[src/rtl/lsu_dbus.sv]
// rtl/lsu_dbus.sv - memory-stage load/store unit driving a req/gnt/rvalid data bus.
// Define LSU_MISALIGN_TRAP_EN to trap misaligned accesses instead of forcing alignment.
module lsu_dbus (
  input  logic        clk,
  input  logic        rst,
  input  logic [7:0]  aluop_i,
  input  logic [31:0] mem_addr_i,
  input  logic [31:0] rt_data_i,
  input  logic [4:0]  reg_waddr_i,
  input  logic        reg_we_i,
  input  logic [31:0] reg_wdata_i,
  output logic [4:0]  reg_waddr_o,
  output logic        reg_we_o,
  output logic [31:0] reg_wdata_o,
  output logic        stallreq_o,
  output logic        dbus_req_o,
  output logic        dbus_we_o,
  output logic [31:0] dbus_addr_o,
  output logic [3:0]  dbus_be_o,
  output logic [31:0] dbus_wdata_o,
  input  logic        dbus_gnt_i,
  input  logic        dbus_rvalid_i,
  input  logic [31:0] dbus_rdata_i,
  output logic        misalign_o
);

  localparam logic [7:0] EXE_LB_OP  = 8'b1110_0000;
  localparam logic [7:0] EXE_LH_OP  = 8'b1110_0001;
  localparam logic [7:0] EXE_LW_OP  = 8'b1110_0011;
  localparam logic [7:0] EXE_LBU_OP = 8'b1110_0100;
  localparam logic [7:0] EXE_LHU_OP = 8'b1110_0101;
  localparam logic [7:0] EXE_SB_OP  = 8'b1110_1000;
  localparam logic [7:0] EXE_SH_OP  = 8'b1110_1001;
  localparam logic [7:0] EXE_SW_OP  = 8'b1110_1011;

  typedef enum logic [1:0] {IDLE, REQ, WAIT_R, DONE} state_t;

  state_t      state_q, state_d;
  logic [7:0]  op_q, op_d;
  logic [31:0] addr_q, addr_d;
  logic [3:0]  be_q, be_d;
  logic [31:0] wdata_q, wdata_d;
  logic [31:0] rdata_q, rdata_d;
  logic        mis_q, mis_d;

  logic [3:0]  be_c;
  logic [31:0] wdata_c;
  logic        mis_c;
  logic [7:0]  byte_sel;
  logic [15:0] half_sel;
  logic [31:0] load_data;

  function automatic logic is_load(input logic [7:0] op);
    return (op == EXE_LB_OP) || (op == EXE_LH_OP) || (op == EXE_LW_OP) ||
           (op == EXE_LBU_OP) || (op == EXE_LHU_OP);
  endfunction

  function automatic logic is_mem(input logic [7:0] op);
    return is_load(op) || (op == EXE_SB_OP) || (op == EXE_SH_OP) || (op == EXE_SW_OP);
  endfunction

  // Lane steering for the op currently presented; captured on leaving IDLE.
  always_comb begin
    be_c    = 4'b1111;
    wdata_c = rt_data_i;
    case (aluop_i)
      EXE_SB_OP: begin
        be_c    = 4'b0001 << mem_addr_i[1:0];
        wdata_c = {4{rt_data_i[7:0]}};
      end
      EXE_SH_OP: begin
        be_c    = 4'b0011 << {mem_addr_i[1], 1'b0};
        wdata_c = {2{rt_data_i[15:0]}};
      end
      default: ;
    endcase
  end

  always_comb begin
    mis_c = 1'b0;
`ifdef LSU_MISALIGN_TRAP_EN
    case (aluop_i)
      EXE_LH_OP, EXE_LHU_OP, EXE_SH_OP: mis_c = mem_addr_i[0];
      EXE_LW_OP, EXE_SW_OP:             mis_c = |mem_addr_i[1:0];
      default:                          mis_c = 1'b0;
    endcase
`else
    mis_c = 1'b0;
`endif
  end

  always_ff @(posedge clk or posedge rst) begin
    if (rst) begin
      state_q <= IDLE;
      op_q    <= 8'd0;
      addr_q  <= 32'd0;
      be_q    <= 4'd0;
      wdata_q <= 32'd0;
      rdata_q <= 32'd0;
      mis_q   <= 1'b0;
    end else begin
      state_q <= state_d;
      op_q    <= op_d;
      addr_q  <= addr_d;
      be_q    <= be_d;
      wdata_q <= wdata_d;
      rdata_q <= rdata_d;
      mis_q   <= mis_d;
    end
  end

  always_comb begin
    state_d = state_q;
    op_d    = op_q;
    addr_d  = addr_q;
    be_d    = be_q;
    wdata_d = wdata_q;
    rdata_d = rdata_q;
    mis_d   = mis_q;
    case (state_q)
      IDLE: begin
        if (is_mem(aluop_i)) begin
          op_d    = aluop_i;
          addr_d  = mem_addr_i;
          be_d    = be_c;
          wdata_d = wdata_c;
          mis_d   = mis_c;
          state_d = mis_c ? DONE : REQ;
        end
      end
      REQ: begin
        if (dbus_gnt_i) state_d = is_load(op_q) ? WAIT_R : DONE;
      end
      WAIT_R: begin
        if (dbus_rvalid_i) begin
          rdata_d = dbus_rdata_i;
          state_d = DONE;
        end
      end
      DONE: begin
        mis_d   = 1'b0;
        state_d = IDLE;
      end
      default: state_d = IDLE;
    endcase
  end

  always_comb begin
    byte_sel  = rdata_q[{addr_q[1:0], 3'b000} +: 8];
    half_sel  = rdata_q[{addr_q[1], 4'b0000} +: 16];
    load_data = rdata_q;
    case (op_q)
      EXE_LB_OP:  load_data = {{24{byte_sel[7]}}, byte_sel};
      EXE_LBU_OP: load_data = {24'd0, byte_sel};
      EXE_LH_OP:  load_data = {{16{half_sel[15]}}, half_sel};
      EXE_LHU_OP: load_data = {16'd0, half_sel};
      default:    load_data = rdata_q;
    endcase
  end

  // Outputs are forced low during reset, including the IDLE pass-through path.
  always_comb begin
    reg_waddr_o  = 5'd0;
    reg_we_o     = 1'b0;
    reg_wdata_o  = 32'd0;
    stallreq_o   = 1'b0;
    dbus_req_o   = 1'b0;
    dbus_we_o    = 1'b0;
    dbus_addr_o  = 32'd0;
    dbus_be_o    = 4'd0;
    dbus_wdata_o = 32'd0;
    misalign_o   = 1'b0;
    if (!rst) begin
      case (state_q)
        IDLE: begin
          if (is_mem(aluop_i)) begin
            stallreq_o = 1'b1;
          end else begin
            reg_waddr_o = reg_waddr_i;
            reg_we_o    = reg_we_i;
            reg_wdata_o = reg_wdata_i;
          end
        end
        REQ: begin
          stallreq_o   = 1'b1;
          dbus_req_o   = 1'b1;
          dbus_we_o    = !is_load(op_q);
          dbus_addr_o  = {addr_q[31:2], 2'b00};
          dbus_be_o    = be_q;
          dbus_wdata_o = wdata_q;
        end
        WAIT_R: stallreq_o = 1'b1;
        DONE: begin
          reg_waddr_o = reg_waddr_i;
          if (mis_q) begin
            misalign_o = 1'b1;
          end else if (is_load(op_q)) begin
            reg_we_o    = reg_we_i;
            reg_wdata_o = load_data;
          end
        end
        default: ;
      endcase
    end
  end

endmodule

[config.mk]
export PLATFORM = sky130hd
export DESIGN_NAME = lsu_dbus
export DESIGN_NICKNAME = d
export VERILOG_FILES = /design/src/rtl/lsu_dbus.sv
export SDC_FILE = /design/constraint.sdc
export NUM_CORES = 1
export LEC_CHECK = 0
export BUFFER_PORTS_ARGS = -buffer_cell sky130_fd_sc_hd__buf_2
export CAP_MARGIN = 40
export CORE_MARGIN = 2
export CORE_UTILIZATION = 45
export CTS_CLUSTER_DIAMETER = 80
export CTS_CLUSTER_SIZE = 14
export DETAILED_ROUTE_END_ITERATION = 16
export PLACE_DENSITY = 0.79
export SLEW_MARGIN = 0
export SYNTH_ARGS = -nofsm -noshare
export SYNTH_HDL_FRONTEND = slang
export SYNTH_SLANG_ARGS = --single-unit
[constraint.sdc]
create_clock -name clk -period 19.47 [get_ports clk]
set_input_delay 3.894 -clock clk [delete_from_list [all_inputs] [get_ports clk]]
set_output_delay 3.894 -clock clk [all_outputs]
set_load 0.01 [all_outputs]
==> results by group, run 1 <==
CTS
  • Clock Tree Root: clkbuf_16
  • Longest Clk Path Bufs: 2
  • Worst skew pair latency: 0.35 ns
  • CTS tree: done
  • Post-CTS Setup Bufs: 0
  • Worst-path clk slew: 0.07 ns
  • Gates resized, CTS repair: 0
  • H-Tree Depth: 3
  • Sink Count: 110
  • Cts hold-fix bufs: 0
  • Total CTS buffers: 9

Logic synthesis
  • EDFF count, synth: 0
  • Post-Synth Adder-Cell Area: 0.9984%
  • Synth Area in Simple Gates: 17.19%
  • Proportion of synthesized area in mux cells: 18.37%
  • Post-Synth XOR/XNOR Area: 0%
  • Top_reg_cell synth: dfrtp_1
  • Async S/R FF share, synth: 100.0%
  • Mapped Area: 6266 sq um
  • Sequential area share after synthesis: 43.93%
  • Largest family of logic cells by synthesized area: multiplexers
  • Synth Instances: 610
  • Avg Inst Size Synth: 10.27 sq um
  • Yosys warns: 0
  • Synth Register Bits: 110
  • Compound-Gate Fraction of Synth Area: 14.28%
  • Netlist cell types: 53

Power
  • Clock share of power: 18.0%
  • Sequential power share: 43.5%
  • Cell internal pwr: 0.6290 mW
  • Peak VDD IR: 60.05 uV
  • Power, Total: 1.021 mW
  • Power per Cell Area: 129.3 nW/um^2
  • P_sw: 0.3921 mW
  • Gate power share: 38.5%
  • Sw frac: 38.40%
  • Leak Pwr: 4.244 nW

STA
  • Min cycle time layout: 9.909 ns
  • Part of the cycle the worst path needs: 50.89%
  • Total Neg Setup Slack: 0 ns
  • Final Hold Viols: 0
  • Min setup slack post-route: 9.561 ns
  • Slew headroom: 41.28%
  • Finish-stage setup viols: 0
  • RSZ-0062 raised after global routing: false
  • Slew @ Worst Pin: 0.8807 ns
  • Clock skew: 0.008979 ns
  • Final hold slack: 0.4779 ns
  • Max Slew Vio Count: 0
  • Fmax: 0.1009 GHz

Final layout
  • Non-filler instance count after layout: 1,014
  • Area Growth Syn to Fin: 26.00%
  • Nets: 980
  • Share of post-route cells with drive strength above 1: 44.48%
  • ANT cells: 0
  • Final core occ: 57.55%
  • Finished Cell Area: 7895 sq um

Placement
  • Hpwl dp: 13,070 um
  • # port buffers: 252
  • DP Worst Slack: 9.526 ns
  • Final Wtd Congestion: 0.9695
  • Placed Area: 7596 sq um
  • Placed cells: 998

Setup path
  • Startpoint types: input pin
  • Crit end category: primary output
  • R2R Path Start: state_q[0]$_DFFE_PP0P_
  • Path type of the worst setup path: in2out
  • Critical Path RT: 15.58 ns
  • Critical path peak fanout: 106
  • CP startpoint: rst
  • Critical path data arrival time: 6.02 ns

Floorplan
  • Die width: 122 um
  • Initial Util: 45.67%
  • DIE AREA: 14,880 sq um
  • Top Ports: 256
  • Die H: 122 um
  • Row count: 43
  • Core area: 13,720 sq um

Hold path
  • Hold Crit Start: wdata_q[22]$_DFFE_PP0P_
  • Hold Crit Class: reg2reg

Routing
  • Drt via density: 5.514
  • Routed via count: 5,591
  • DR iter-0 viols: 370
  • Drt first pass iters: 5
  • DRC: 0
  • Routed WL per cell: 17.51 um
  • Drt total wl: 17,750 um
  • Routed Antenna Nets: 0

Global routing
  • Largest net degree at the start of global routing: 107
  • First-pass GRT wire length: 27,150 um
  • Vias in the first global route: 5,285
  • GRT Overall Usage: 23.43%
  • Antenna violations before repair: 1
  • Total grt overflow: 0

Flow run
  • Max Cap Viol: 0

Status
  • Outcome: completed
placed cells by master, fill, tap and decap left out, types with 7 or more instances in the layout:
cell,netlist,routed
mux2_2,78,78
o221ai_1,7,7
o2bb2ai_1,23,23
a211oi_1,9,9
o21ai_1,8,8
dfrtp_1,110,110
inv_1,23,22
nor3_1,9,9
a21oi_1,22,22
o21ai_0,24,24
clkbuf_16,0,9
nand4b_1,8,8
and3_1,68,68
a22oi_1,8,8
mux2i_1,25,25
buf_2,9,252
nand2b_1,8,8
nor2_1,24,24
nand2_1,41,41
sequential cells by signal, summed over array words and instances (netlist names):
name,cells
addr_q,32
wdata_q,32
state_q,2
be_q,4
op_q,8
rdata_q,32
cell families after synthesis:
kind of cell | after synthesis
AND/OR/NAND/NOR | 190
AO/OA/AOI/OAI | 125
flip-flops | 110
multiplexers | 104
buffers and inverters | 75
adder cells (fa/ha/maj) | 5
other | 1
worst max-delay path: stages:
cell and delay [ns]:
buf_2 0.14, inv_6 0.57, nand2_1 0.39, or2_1 0.49
o32ai_1 0.34, buf_2 0.18
power groups by stage:
stage	sequential (mW)	combinational, mW	clock (mW)
6_report	0.444	0.393	0.184
3_5_place_dp	0.447	0.391	0
2_1_floorplan	0.396	0.308	0
5_1_grt	0.459	0.435	0.199
3_3_place_gp	0.442	0.380	0
4_1_cts	0.443	0.392	0.189
area by class of cell:
class	instances	area (sq um)
clock buffers	10	239.0
flip-flops and latches	110	2753
multi-input cells	427	3208
fillers	1255	5824
inverters	23	91.34
repair buffers	258	1319
clock inverters	6	60.06
well taps	180	225.2
layer usage:
layer | share of wire [%] | global-route usage [%]
met2 | 48 | 39.42
met3 | 9.1 | 6.461
met4 | 1.7 | 7.615
met1 | 41 | 29.19
met5 | 0.073 | 0
cells in the mapped netlist (2+ instances only):
cell type  instances  share of area, %
mux2_2            78                14
nor3b_1            5              0.60
nand3_1            4              0.32
ha_1               5               1.0
a211o_1            3              0.42
and2_1             2              0.20
o211ai_1           2              0.24
or2_1              2              0.20
a21oi_1           22               1.8
buf_2              9              0.72
dfrtp_1          110                44
clkbuf_1          29               1.7
or2_2              6              0.60
nor2b_1            4              0.40
a211oi_1           9               1.1
mux2i_1           25               4.0
nand2_1           41               2.5
nor3_2             2              0.32
a32o_1             3              0.48
o21ai_0           24               1.9
nor2_1            24               1.4
o2bb2ai_1         23               3.2
a21o_1             3              0.36
nand2b_1           8              0.80
inv_1             23               1.4
o221ai_1           7              0.98
nor3_1             9              0.72
and3_1            68               6.8
buf_4              6              0.72
o21ai_1            8              0.64
a22oi_1            8              0.96
o32ai_1            5              0.70
buf_1              6              0.36
nand4b_1           8               1.1
worst paths after layout:
check                           slack, ns                      end  cells after the start
worst max-delay path                 9.56          reg_wdata_o[11]                      6
worst max register to register      16.80   addr_q[27]$_DFFE_PP0P_                      6
max in group asynchronous           14.57   wdata_q[0]$_DFFE_PP0P_                      3
worst min-delay path                 0.48  wdata_q[22]$_DFFE_PP0P_                      2
worst min register to register       0.48  wdata_q[22]$_DFFE_PP0P_                      2
min in group asynchronous            3.72    addr_q[5]$_DFFE_PP0P_                      2
No activity file was read; power rests on OpenSTA's default activity.
==> run 2: changes to the inputs <==
==> constraint.sdc (replaced) <==
create_clock -name clk -period 9.9 [get_ports clk]
set_input_delay 1.98 -clock clk [delete_from_list [all_inputs] [get_ports clk]]
set_output_delay 1.98 -clock clk [all_outputs]
set_load 0.01 [all_outputs]
==> results by group, run 2 (synthesized netlist as in run 1, its figures left out) <==
CTS
  • Clock Tree Root: clkbuf_16
  • Post-CTS Setup Bufs: 0
  • Longest Clk Path Bufs: 2
  • Worst-path clk slew: 0.07 ns
  • Worst skew pair latency: 0.36 ns
  • CTS tree: done
  • Sink Count: 110
  • Gates resized, CTS repair: 0
  • Cts hold-fix bufs: 0
  • Total CTS buffers: 9
  • H-Tree Depth: 3

Power
  • Leak Pwr: 4.244 nW
  • Peak VDD IR: 158.0 uV
  • Power, Total: 1.997 mW
  • Power per Cell Area: 253.4 nW/um^2

Status
  • Outcome: completed

STA
  • Min setup slack post-route: 3.798 ns
  • Final hold slack: 0.4836 ns
  • RSZ-0062 raised after global routing: false
  • Max Slew Vio Count: 0
  • Slew headroom: 41.47%
  • Min cycle time layout: 6.102 ns
  • Slew @ Worst Pin: 0.8779 ns
  • Final Hold Viols: 0
  • Part of the cycle the worst path needs: 61.64%
  • Total Neg Setup Slack: 0 ns
  • Clock skew: 0.008725 ns
  • Finish-stage setup viols: 0
  • Fmax: 0.1639 GHz

Flow run
  • Max Cap Viol: 0

Setup path
  • Startpoint types: input pin
  • Crit end category: primary output
  • R2R Path Start: state_q[0]$_DFFE_PP0P_
  • Critical path peak fanout: 112
  • Reg2reg setup slack: 7.22 ns
  • Worst R2R Path Depth: 6
  • Critical path data arrival time: 4.12 ns
  • Path type of the worst setup path: in2out
  • Critical Path RT: 7.92 ns
  • R2R Path End: addr_q[27]$_DFFE_PP0P_

Routing
  • Drt first pass iters: 4
  • Routed Antenna Nets: 0
  • Routed WL per cell: 17.50 um
  • DRC: 0
  • Routed via count: 5,541
  • Drt total wl: 17,750 um
  • Drt via density: 5.464
  • DR iter-0 viols: 329

Global routing
  • Antenna violations before repair: 1
  • First-pass GRT wire length: 26,460 um
  • Total grt overflow: 0
  • Vias in the first global route: 5,280
  • GRT Overall Usage: 23.09%
  • Largest net degree at the start of global routing: 113

Placement
  • Hpwl dp: 13,170 um
  • # port buffers: 252
  • DP Worst Slack: 3.762 ns
  • Placed cells: 998
  • Final Wtd Congestion: 0.9442

Floorplan
  • Initial Util: 45.67%
  • Die width: 122 um
  • DIE AREA: 14,880 sq um
  • Row count: 43
  • Core area: 13,720 sq um
  • Top Ports: 256
  • Die H: 122 um

Final layout
  • Area Growth Syn to Fin: 25.74%
  • Largest regs: addr_q (32), rdata_q (32), wdata_q (32)
  • Nets: 980
  • Most common cell after layout, fill and taps aside: buf_2
  • Share of post-route cells with drive strength above 1: 44.36%
  • Non-filler instance count after layout: 1,014
  • ANT cells: 0
  • Most frequent cells in the layout: 252 x buf_2, 110 x dfrtp_1, 78 x mux2_2

Hold path
  • Hold Crit Start: wdata_q[22]$_DFFE_PP0P_
  • Hold Crit Class: reg2reg
  • Endpoint of the worst hold path: wdata_q[22]$_DFFE_PP0P_
  • Hold path cells: 2
## run 2: changes by cell type in the layout (fill, tap and decap cells not counted), sizes merged
cell,delta
clkinvlp,-2
clkinv,+2
## run 2: layer usage
layer	wire length (um)	GRT usage, %	share of wire, %
met1	7073	26.50	40
met3	1697	7.865	9.6
met4	423	8.118	2.4
met5	13	0	0.073
met2	8538	40.08	48
## run 2: layout make-up
cell class              count  area (sq um)
well taps                 180         225.2
clock inverters             6         53.80
flip-flops and latches    110          2753
inverters                  23         91.34
repair buffers            258          1319
multi-input cells         427          3208
clock buffers              10         229.0
fillers                  1256          5841
## run 2: worst max path at each step
stage               startpoint  cells after the start  slack, ns              end
floorplan                  rst                      3       1.92  dbus_addr_o[18]
global placement           rst                      6       3.82  reg_wdata_o[11]
detailed placement         rst                      6       3.76  reg_wdata_o[11]
CTS                        rst                      6       3.75  reg_wdata_o[11]
global route               rst                      6       3.50  reg_wdata_o[12]
finish                     rst                      6       3.80  reg_wdata_o[12]
## run 2: where the power goes
group          internal [mW]  leakage [nW]  switching (mW)
Combinational          0.380          2.72           0.393
Clock                  0.176         0.141           0.176
Sequential             0.673          1.38           0.199
Total                   1.23          4.24           0.768
## run 2: worst max-delay path: stages
cell and delay [ns]:
buf_2 0.14, inv_6 0.60, nand2_1 0.41, or2_1 0.48, o32ai_1 0.34, buf_2 0.18
## run 2: metrics by stage
stage / instance area [sq um] / util, %
after global routing: 7879 / 57.43
after detailed placement: 7596 / 55.37
after floorplan: 6274 / -
after CTS: 7879 / 57.43
after global placement: 7576 / 55.22
final: 7879 / 57.43
==> run 3: changes to the inputs <==
--- a/config.mk
+++ b/config.mk
@@ -8,11 +8,11 @@
 export BUFFER_PORTS_ARGS = -buffer_cell sky130_fd_sc_hd__buf_2
 export CAP_MARGIN = 40
 export CORE_MARGIN = 2
-export CORE_UTILIZATION = 45
+export CORE_UTILIZATION = 44
 export CTS_CLUSTER_DIAMETER = 80
 export CTS_CLUSTER_SIZE = 14
 export DETAILED_ROUTE_END_ITERATION = 16
-export PLACE_DENSITY = 0.79
+export PLACE_DENSITY = 0.81
 export SLEW_MARGIN = 0
 export SYNTH_ARGS = -nofsm -noshare
 export SYNTH_HDL_FRONTEND = slang
==> constraint.sdc (replaced) <==
create_clock -name clk -period 5.4 [get_ports clk]
set_input_delay 1.08 -clock clk [delete_from_list [all_inputs] [get_ports clk]]
set_output_delay 1.08 -clock clk [all_outputs]
set_load 0.01 [all_outputs]
==> results by group, run 3 (synthesized netlist as in run 1, its figures left out) <==
Status
  • Outcome: completed

CTS
  • Post-CTS Setup Bufs: 0
  • Clock Tree Root: clkbuf_16
  • Worst-path clk slew: 0.08 ns
  • CTS tree: done
  • Total CTS buffers: 9
  • Sink Count: 110
  • H-Tree Depth: 3
  • Cts hold-fix bufs: 0
  • Longest Clk Path Bufs: 2
  • Gates resized, CTS repair: 0
  • Worst skew pair latency: 0.35 ns

Setup path
  • Worst R2R Path Depth: 6
  • R2R Path Start: state_q[0]$_DFFE_PP0P_
  • R2R Path End: addr_q[27]$_DFFE_PP0P_
  • Reg2reg setup slack: 2.81 ns
  • Critical path data arrival time: 2.93 ns
  • CP startpoint: rst
  • Critical Path RT: 4.32 ns
  • Crit end category: primary output
  • Path type of the worst setup path: in2out
  • Critical path peak fanout: 74
  • Worst setup path end: reg_wdata_o[12]
  • Startpoint types: input pin

Power
  • Leak Pwr: 4.262 nW
  • Sw frac: 38.76%
  • Peak VDD IR: 248.5 uV
  • Power, Total: 3.699 mW
  • Cell internal pwr: 2.265 mW
  • Power per Cell Area: 467.2 nW/um^2
  • Sequential power share: 43.2%
  • Clock share of power: 18.3%
  • Gate power share: 38.5%
  • P_sw: 1.434 mW

Routing
  • Routed WL per cell: 17.59 um
  • DR iter-0 viols: 341
  • Routed via count: 5,607
  • DRC: 0
  • Drt total wl: 17,870 um
  • Routed Antenna Nets: 0
  • Drt first pass iters: 4
  • Drt via density: 5.519

Hold path
  • Hold Crit Class: reg2reg

Final layout
  • Most frequent cells in the layout: 252 x buf_2, 110 x dfrtp_1, 78 x mux2_2
  • Share of post-route cells with drive strength above 1: 44.62%
  • Nets: 982
  • Largest regs: addr_q (32), rdata_q (32), wdata_q (32)
  • Finished Cell Area: 7918 sq um
  • ANT cells: 0
  • Most common cell after layout, fill and taps aside: buf_2
  • Area Growth Syn to Fin: 26.36%
  • Final core occ: 57.04%

Global routing
  • Antenna violations before repair: 1
  • GRT Overall Usage: 23.44%
  • First-pass GRT wire length: 27,120 um
  • Largest net degree at the start of global routing: 87
  • Vias in the first global route: 5,315
  • Total grt overflow: 0

Placement
  • # port buffers: 252
  • Hpwl dp: 13,500 um
  • Placed Area: 7611 sq um
  • DP Worst Slack: 1.374 ns
  • Final Wtd Congestion: 0.8850

STA
  • Clock skew: 0.01134 ns
  • Slew headroom: 39.58%
  • Max Slew Vio Count: 0
  • Finish-stage setup viols: 0
  • Min setup slack post-route: 1.394 ns
  • Fmax: 0.2497 GHz
  • Min cycle time layout: 4.006 ns
  • Total Neg Setup Slack: 0 ns
  • Slew @ Worst Pin: 0.9063 ns
  • Final Hold Viols: 0
  • Part of the cycle the worst path needs: 74.18%
  • RSZ-0062 raised after global routing: false

Floorplan
  • Die width: 123.3 um
  • Initial Util: 45.14%
  • Row count: 43
  • DIE AREA: 15,210 sq um
  • Core area: 13,880 sq um
  • Top Ports: 256
  • Die H: 123.3 um

Flow run
  • Max Cap Viol: 0
-- run 3: cell types whose count changed in the layout (fill, tap and decap cells not counted), sizes merged --
cell and change:
clkbuf -1, buf +2, inv +1
-- run 3: area by class of cell --
| type | count | area [sq um] |
|---|---|---|
| Sequential cell | 110 | 2753 |
| Timing Repair Buffer | 260 | 1334 |
| Inverter | 23 | 91.34 |
| Fill cell | 1263 | 5963 |
| Multi-Input combinational cell | 427 | 3208 |
| Clock buffer | 9 | 225.2 |
| Clock inverter | 7 | 81.33 |
| Tap cell | 180 | 225.2 |
-- run 3: power groups by stage --
stage | clock (mW) | sequential (mW) | combinational (mW)
finish | 0.675 | 1.60 | 1.43
global route | 0.722 | 1.66 | 1.58
CTS | 0.693 | 1.59 | 1.43
detailed placement | 0 | 1.61 | 1.42
global placement | 0 | 1.59 | 1.37
floorplan | 0 | 1.43 | 1.11
-- run 3: worst min-delay path by stage --
stage	depth (start not counted)	start	endpoint
2_1_floorplan	2	be_q[3]$_DFFE_PP0P_	be_q[3]$_DFFE_PP0P_
3_3_place_gp	2	wdata_q[17]$_DFFE_PP0P_	wdata_q[17]$_DFFE_PP0P_
3_5_place_dp	2	wdata_q[23]$_DFFE_PP0P_	wdata_q[23]$_DFFE_PP0P_
4_1_cts	2	wdata_q[23]$_DFFE_PP0P_	wdata_q[23]$_DFFE_PP0P_
5_1_grt	2	wdata_q[23]$_DFFE_PP0P_	wdata_q[23]$_DFFE_PP0P_
6_report	2	wdata_q[23]$_DFFE_PP0P_	wdata_q[23]$_DFFE_PP0P_
-- run 3: per-layer routing --
metal / track usage, % / wire [um]
met1: 27.89 / 7186
met2: 40.21 / 8846
met3: 6.411 / 1494
met4: 9.091 / 336
met5: 0 / 7
-- run 3: critical path: stages --
cell and delay, ns:
buf_2 0.14, inv_6 0.36, nand2_1 0.34, or2_1 0.47, o32ai_1 0.34, buf_2 0.18
-- run 3: stage by stage --
step | hold WS (ns) | std cells
after CTS | 0.4815 | 1016
final | 0.4803 | 1016
after global routing | 0.5066 | 1016
after detailed placement | 0.4638 | 1000
after global placement | 0.4563 | 999
after floorplan | 0.4418 | 612
